`src/rtl/status_unit.sv`:
```
// rtl/status_unit.sv - condition-flag pipeline with hazard stall and stall counter; FLAG_FWD_EN selects flag forwarding
module status_unit (
  input  logic        clk,
  input  logic        rst,
  input  logic        freeze,
  input  logic        flush,
  input  logic        idValid,
  input  logic        idSetFlags,
  input  logic        idUsesCond,
  input  logic [3:0]  exStatusIn,
  output logic [3:0]  statusOut,
  output logic        condStall,
  output logic [15:0] stallCount
);

  logic        r_ex_pend;
  logic        r_mem_pend;
  logic [3:0]  r_mem_flags;
  logic [3:0]  r_sr;
  logic [15:0] r_stall_count;

  logic        w_cond_stall;
  logic        w_accept;
  logic [3:0]  w_status;

`ifdef FLAG_FWD_EN
  // Forward the youngest in-flight flag producer; conditions never have to wait.
  always_comb begin
    w_status     = r_sr;
    w_cond_stall = 1'b0;
    if (r_ex_pend) begin
      w_status = exStatusIn;
    end else if (r_mem_pend) begin
      w_status = r_mem_flags;
    end
  end

  logic w_unused_cond;
  assign w_unused_cond = idUsesCond;
`else
  // Conditions read the architectural SR and hold in ID while any flag write is in flight.
  always_comb begin
    w_status     = r_sr;
    w_cond_stall = idValid & idUsesCond & (r_ex_pend | r_mem_pend) & ~flush & ~freeze;
  end
`endif

  // A setter leaves ID only when it is not stalled and not killed by a taken branch.
  assign w_accept = idValid & idSetFlags & ~w_cond_stall & ~flush;

  // Flag pipeline ID->EX->MEM->SR; freeze holds everything except the flush kill of EX.
  always_ff @(posedge clk) begin
    if (rst) begin
      r_ex_pend     <= 1'b0;
      r_mem_pend    <= 1'b0;
      r_mem_flags   <= 4'b0000;
      r_sr          <= 4'b0000;
      r_stall_count <= 16'h0000;
    end else if (freeze) begin
      if (flush) begin
        r_ex_pend <= 1'b0;
      end
    end else begin
      r_ex_pend  <= w_accept;
      r_mem_pend <= r_ex_pend & ~flush;
      if (r_ex_pend && !flush) begin
        r_mem_flags <= exStatusIn;
      end
      // A MEM-stage write is already committed, so flush does not cancel it.
      if (r_mem_pend) begin
        r_sr <= r_mem_flags;
      end
      if (w_cond_stall && (r_stall_count != 16'hFFFF)) begin
        r_stall_count <= r_stall_count + 16'h0001;
      end
    end
  end

  assign statusOut  = w_status;
  assign condStall  = w_cond_stall;
  assign stallCount = r_stall_count;

endmodule

```
`config.mk`:
```
export PLATFORM = sky130hd
export DESIGN_NAME = status_unit
export DESIGN_NICKNAME = d
export VERILOG_FILES = /design/src/rtl/status_unit.sv
export SDC_FILE = /design/constraint.sdc
export NUM_CORES = 1
export LEC_CHECK = 0
export CAP_MARGIN = 20
export CORE_MARGIN = 10
export CORE_UTILIZATION = 42
export CTS_CLUSTER_DIAMETER = 200
export DETAILED_ROUTE_END_ITERATION = 12
export PLACE_DENSITY = 0.72
export SLEW_MARGIN = 30
export SYNTH_ARGS = -nofsm -noshare
export SYNTH_HDL_FRONTEND = slang
export SYNTH_SLANG_ARGS = --single-unit
```
`constraint.sdc`:
```
create_clock -name clk -period 2.1 [get_ports clk]
set_input_delay 0.42 -clock clk [delete_from_list [all_inputs] [get_ports clk]]
set_output_delay 0.42 -clock clk [all_outputs]
set_load 0.03 [all_outputs]
```
# Word level (Yosys, flattened, before mapping)
# Index checks and enable logic that the tools add are counted.
[classes] n_eq_ne=2 bitwise=12 n_reduce_logical=6 mux=2 add_sub_neg=1
[ops] op="adder 16 x 1 -> 16 bit, second input constant" count=1
[ops] op="inequality test 16 bit, second input constant" count=1
[ops] op="AND 1 bit" count=8
[ops] op="AND reduction 2 bit" count=3
[ops] op="inverter 1 bit" count=3
[ops] op="logical AND 1 bit" count=2
[ops] op="two-way mux 1 bit" count=2
[ops] op="inequality test 2 x 1 -> 1 bit, second input constant" count=1
[ops] op="zero test 1 bit" count=1
[ops] op="OR 1 bit" count=1
[totals] output_inout_bits=21 input_bits=11 ff_bits=26 wordCells=28

# Depth between registers and ports, before layout
# Gate-level depths: netlist (run 1).
[logic_depth] ltp_word=8 mapped_depth=7 ltp_nobuf=5

# Worst setup path after synthesis (run 1)
# OpenSTA, ideal clock, no wires.
[synth_timing] path_type="flip-flop to flip-flop" from="register r_stall_count[5], in the netlist stallCount[5]" to="register r_stall_count[13], in the netlist stallCount[13]" period_less_slack_ns=2.145 t_arrival_ns=2.024 path_buffers=0 setup_time_ns=0.121 setup_slack_ns=-0.045 stages_incl_launch_ff=5 t_required_ns=1.979 cell_sequence="dfxtp_1 > nand3_1 > or4b_2 > nor4_1 > mux2_2"
[synth_between] elab_chain_cells=3 word_cells_on_any_way=4 classes_between="1 x add/sub; 1 x eq/ne; 2 x reduce/logical"
[synth_rtl] element="start, declared" line="20" source="logic [15:0] r_stall_count;"
[synth_rtl] element="start signal, assigned" line="74" source="r_stall_count <= r_stall_count + 16'h0001;"
[synth_rtl] element="branches (longest 3 deep; another with adder 16 x 1 -> 16 bit)"
# Parallel ways; which one is timed is not known.
# A chain may end at the register's enable or synchronous reset.

# Worst setup path in the final report (run 1)
[layout_timing] from="register r_stall_count[4], in the netlist stallCount[4]" to="register r_stall_count[13], in the netlist stallCount[13]"
# The elaborated chain is that of the path after synthesis.

==> flow_summary.ini, run 1 <==
[run_status]
status = complete, no violations

[placement]
postPlaceCellArea_sq_um = 1650
gp_congestion = 0.815
port_buffers = 31
dp_hpwl_microns = 2400

[min_path]
hold_start = flush
whs_path_depth = 3
min_path_type = primary input to flip-flop

[yosys]
synth_top_family_by_area = simple AND/OR/NAND/NOR gates
synth-edff-count = 0
async_reset_ff_share_pct = 0
seq_area_frac_synth_pct = 43.0
synth_compound_area_share_pct = 14.7
syn_nets = 148
ys_warn_count = 0
synth_mux_area_share_pct = 10.3
ys.flop_type = dfxtp_1
synthCells = 136
yosys.area.top_type_share_pct = 43.0
ys_types = 33
syn_area_sq_um = 1210
synth_xor_area_share_pct = 0
avgSynthCellArea_sq_um = 8.91
synth_area_leaders = dfxtp_1 43%, mux2i_1 6.6%, nor2_1 4.3%, or4_1 4.3%, a21oi_1 4.1%
synth_top_area_cell = dfxtp_1
ys_ff_latch = 26
synth-simple-area-share_pct = 27.2
synthAdderAreaFrac_pct = 1.03

[global_routing]
grt_usage_pct = 11.5
gr-total-overflow = 0
grt_max_degree = 16
grt_first_pass_wirelength_microns = 5260
grt_pass1_vias = 1197
antenna_found_initial = 0

[cells_and_area]
num-fill-cells = 247
final_cell_mix = 27 x clkdlybuf4s50_1, 22 x dfxtp_1, 19 x buf_4
syn2layout_area_growth_pct = 43.8
final_nets = 195
seq_area_sq_um = 526
multiInputGateArea_sq_um = 672
final_area_sq_um = 1740
diodes = 0
drive_gt1_share_pct = 23.1
final_common_cell = clkdlybuf4s50_1

[worst_setup_path]
required_ps = 2340
cp-start-kind = flip-flop
worstPathMaxFanout = 5
cp_cell_sequence = and3_1 > or4b_2 > nor4_1 > mux2_2
crit_start = stallCount[4]
critPathCaptureType = flip-flop
worstReg2RegStart = stallCount[4]
ff2ff_path_depth = 4
slowest_delay_ps = 660
crit_slowest_cell = or4b_2
crit_arrival_ps = 2260
crit_type = flip-flop to flip-flop

[sta]
timing.setup.tns_ps = 0
clock.fmax_mhz = 495
fin_worst_skew_ps = 0.770
tightest_slew_ps = 465
maxSlewHeadroom_pct = 68.9
drv_slew = 0
hold_viol = 0
finalCriticalPeriod_ps = 2020
setup_viol = 0
post-route-period-util_pct = 96.3
rsz0062_at_grt = no

[clocking]
cts_hold_buffers = 0
clkTransAtPathRegs_ps = 140
cts.path.max_buffers = 2
insertion_delay_ps = 330
cts_tree = built
cts_num_sinks = 26
htree_levels = 1
cts_buffers = 3
root_buffer = clkbuf_4

[routing]
drt_iter0_markers = 76
wl_per_cell_microns = 15.0
viasPerCell = 5.68
drt-total-wl_microns = 3200
ant_nets = 0
detailroute.via_count = 1210
drcViolationCount = 0
first_pass_iters = 4

[die]
core_area_sq_um = 2760
num_rows = 19
start_util_pct = 43.9
die_h_microns = 73.7
dieArea_sq_um = 5430
fp.dieW_microns = 73.7
io_pins = 32

[power_and_ir_drop]
p_sw_uw = 176
pwr-share-seq_pct = 61.7
power_frac_comb_pct = 5.4
switching_share_pct = 21.9
power_frac_clock_pct = 32.9
ir_drop_mv = 0.419
p_int_uw = 626
power.density_nw_per_um2 = 460
power.leakage_nw = 0.596

[run]
maxCapViolations = 0
==> power by group through the flow <==
| stage | Sequential (mW) | Combinational, mW | Clock [mW] |
|---|---|---|---|
| final | 0.495 | 0.0433 | 0.263 |
| after floorplan | 0.505 | 0.0133 | 0 |
| after detailed placement | 0.506 | 0.0435 | 0 |
| after CTS | 0.495 | 0.0428 | 0.266 |
| after global placement | 0.505 | 0.0425 | 0 |
| after global routing | 0.495 | 0.0479 | 0.285 |
==> what timing repair did <==
action / CTS / global route
pin swaps: 2 / 2
cloned: 0 / 0
gates resized for setup: 8 / 4
setup endpoints to repair: 13 / 10
setup buffers: 3 / 0
==> sequential cells by signal, summed over array words and instances (netlist names) <==
signal	count
statusOut	4
r_mem_flags	4
r_ex_pend	1
r_mem_pend	1
stallCount	16
==> cells in the mapped netlist, drive strengths merged, types with 2 or more instances <==
cell,count
mux2i,8
nor2,14
or2,2
dfxtp,26
or3,2
o31ai,5
nor4,5
nand3,5
nand2,6
inv,4
a21oi,10
o41ai,3
mux2,4
o21ai,4
or4,7
nand4,5
nor2b,6
o311ai,2
buf,2
clkbuf,6
==> metal layers <==
| metal | wire length, microns | up-vias | track usage (%) |
|---|---|---|---|
| met5 | 0 | - | 0 |
| met4 | 43 | 0 | 3.11 |
| met3 | 225 | 7 | 3.90 |
| met2 | 1650 | 34 | 21.2 |
| met1 | 1290 | 569 | 12.1 |
| li1 | - | 600 | - |
==> kinds of logic (layout without fill, tap and decap cells) <==
family | after synthesis | in the layout
and+or+nand+nor | 58 | 58
buffers and inverters | 12 | 58
muxes | 12 | 12
DFF | 26 | 26
adders and majority gates | 1 | 1
AOI/OAI and AO/OA | 27 | 27
==> critical path, delay by kind of cell (launching register included) <==
kind,cells,cell delay (ps)
flip-flops,1,420
multiplexers,1,370
AND/OR/NAND/NOR,3,1140
==> through the flow <==
step                      util (%)  hold WS (ps)  power (mW)  cells  worst slack [ps]
after floorplan                  -           460       0.519    136              1.66
after global placement        59.9           473       0.548    206              -387
after detailed placement      59.9           490       0.549    206              -486
after CTS                     62.5           477       0.804    213              1.58
after global routing          63.2           502       0.828    213              7.93
final                         63.2           489       0.802    213              78.3
==> area by class of cell <==
cell class	count	area share, %
Inverter	4	0.862
Tap cell	31	2.23
Timing Repair Buffer	50	26.1
Multi-Input combinational cell	98	38.6
Sequential cell	26	30.2
Clock buffer	4	2.08
==> worst paths after layout <==
| path | to | slack (ps) |
|---|---|---|
| max | stallCount[13] | 80 |
| min reg2reg | r_mem_flags[0] | 510 |
| max reg2reg | stallCount[13] | 80 |
| min | r_ex_pend | 490 |
(Power assumes the default switching activity.)
==> run 2, diff against run 1 <==
Settings changed: CTS_CLUSTER_DIAMETER 200 to 50.
==> results of run 2 <==
Same layout as run 1: the final DEF is identical, and so are final timing and power.
==> run 3, diff against run 2 <==
Settings changed: CORE_UTILIZATION 42 to 47, PLACE_DENSITY 0.72 to 0.77.
Clock period 2.1 ns to 2.03 ns, I/O delays scaled along.
==> flow_summary.ini, run 3 (synthesis results as in run 1) <==
[cells_and_area]
diodes = 0
final_common_cell = clkdlybuf4s50_1
instances_no_fill = 212
utilization_pct = 71.4
drive_gt1_share_pct = 24.7
largest_reg_flops = 16
final_cell_mix = 27 x clkdlybuf4s50_1, 18 x buf_4, 18 x dfxtp_1
syn2layout_area_growth_pct = 46.0
final_nets = 196
seq_area_sq_um = 531
multiInputGateArea_sq_um = 668
num-fill-cells = 205
final_area_sq_um = 1770

[power_and_ir_drop]
power.leakage_nw = 0.627
total_power_uw = 771
power.density_nw_per_um2 = 436
ir_drop_mv = 0.335

[routing]
wl_per_cell_microns = 15.5
ant_nets = 0
drt-total-wl_microns = 3290
viasPerCell = 5.82
detailroute.via_count = 1233
first_pass_iters = 4
drcViolationCount = 0
drt_iter0_markers = 87

[placement]
postPlaceCellArea_sq_um = 1680
port_buffers = 31
dp_hpwl_microns = 2450
gp_congestion = 0.804
placed_cells = 206

[clocking]
insertion_delay_ps = 320
cts_hold_buffers = 0
cts_num_sinks = 26
cts.path.max_buffers = 2
cts_buffers = 3
htree_levels = 1
cts_tree = built
clkTransAtPathRegs_ps = 130
root_buffer = clkbuf_4

[min_path]
min_path_type = primary input to flip-flop

[sta]
drv_slew = 0
rsz0062_at_grt = yes
tightest_slew_ps = 513
hold_ws_ps = 271
setup_viol = 1
finalCriticalPeriod_ps = 2030
hold_viol = 0
clock.fmax_mhz = 492
post-route-period-util_pct = 100
fin_worst_skew_ps = 1.69
setup_ws_ps = -2.00
maxSlewHeadroom_pct = 65.7

[worst_setup_path]
required_ps = 2260
critPathCaptureType = flip-flop
cp-start-kind = flip-flop
crit_arrival_ps = 2260
worstPathMaxFanout = 5
crit_type = flip-flop to flip-flop

[die]
dieArea_sq_um = 5010
io_pins = 32
core_area_sq_um = 2480
start_util_pct = 48.9
die_h_microns = 70.8
num_rows = 18
fp.dieW_microns = 70.8

[global_routing]
antenna_found_initial = 0
grt_pass1_vias = 1226
grt_usage_pct = 12.5
gr-total-overflow = 0
grt_first_pass_wirelength_microns = 5420
grt_max_degree = 16

[run]
maxCapViolations = 0

[run_status]
violations = setup timing
status = finished, violations left
## run 3: changes by cell type in the layout (fill, tap and decap cells not counted), sizes merged
| cell | delta |
|---|---|
| dlymetal6s2s | -1 |
| bufbuf | +1 |
## run 3: metrics by stage
stage | setup slack [ps] | TNS [ps]
2_1_floorplan | 2.61 | 0
3_3_place_gp | -407 | -4910
3_5_place_dp | -456 | -5980
4_1_cts | 10.7 | 0
5_1_grt | -39.0 | -76.1
6_report | -2.00 | -2.00
## run 3: layer usage
metal / up-vias / global-route usage (%) / wire, microns
li1: 598 / - / -
met1: 595 / 12.1 / 1350
met2: 33 / 23.5 / 1670
met3: 7 / 3.63 / 200
met4: 0 / 6.24 / 72
met5: - / 0 / 0
## run 3: power by group
| group | switching [mW] | internal, mW | total [mW] |
|---|---|---|---|
| clock | 0.146 | 0.0697 | 0.216 |
| sequential | 0.000582 | 0.511 | 0.511 |
| combinational | 0.0189 | 0.0241 | 0.0430 |
| total | 0.166 | 0.605 | 0.771 |
## run 3: layout make-up
class / count / share of cell area [%]
well taps: 30 / 2.12
repair buffers: 51 / 27.8
clock buffers: 3 / 1.27
multi-input cells: 98 / 37.8
flip-flops and latches: 26 / 30.0
inverters: 4 / 0.991
## run 3: worst max-delay path: stages, from the launching register on
cell and delay, ps:
dfxtp_2 380, and3_1 190, or4b_2 660, nor4_1 330, mux2_2 370
## run 3: path summary, 6_finish.rpt
kind	start	to	slack, ps	cells after the start
worst max-delay path	stallCount[4]	stallCount[13]	-2	4
worst min-delay path	flush	r_ex_pend	270	2
worst max register to register	stallCount[4]	stallCount[13]	-2	4
worst min register to register	stallCount[4]	stallCount[4]	510	1
## run 3: timing repair
| action | in CTS | in global routing |
|---|---|---|
| endpoints found under the setup margin | 13 | 6 |
| resized for setup | 9 | 5 |
| setup buffers | 2 | 0 |
| pin swaps | 2 | 1 |
| gates cloned | 1 | 0 |
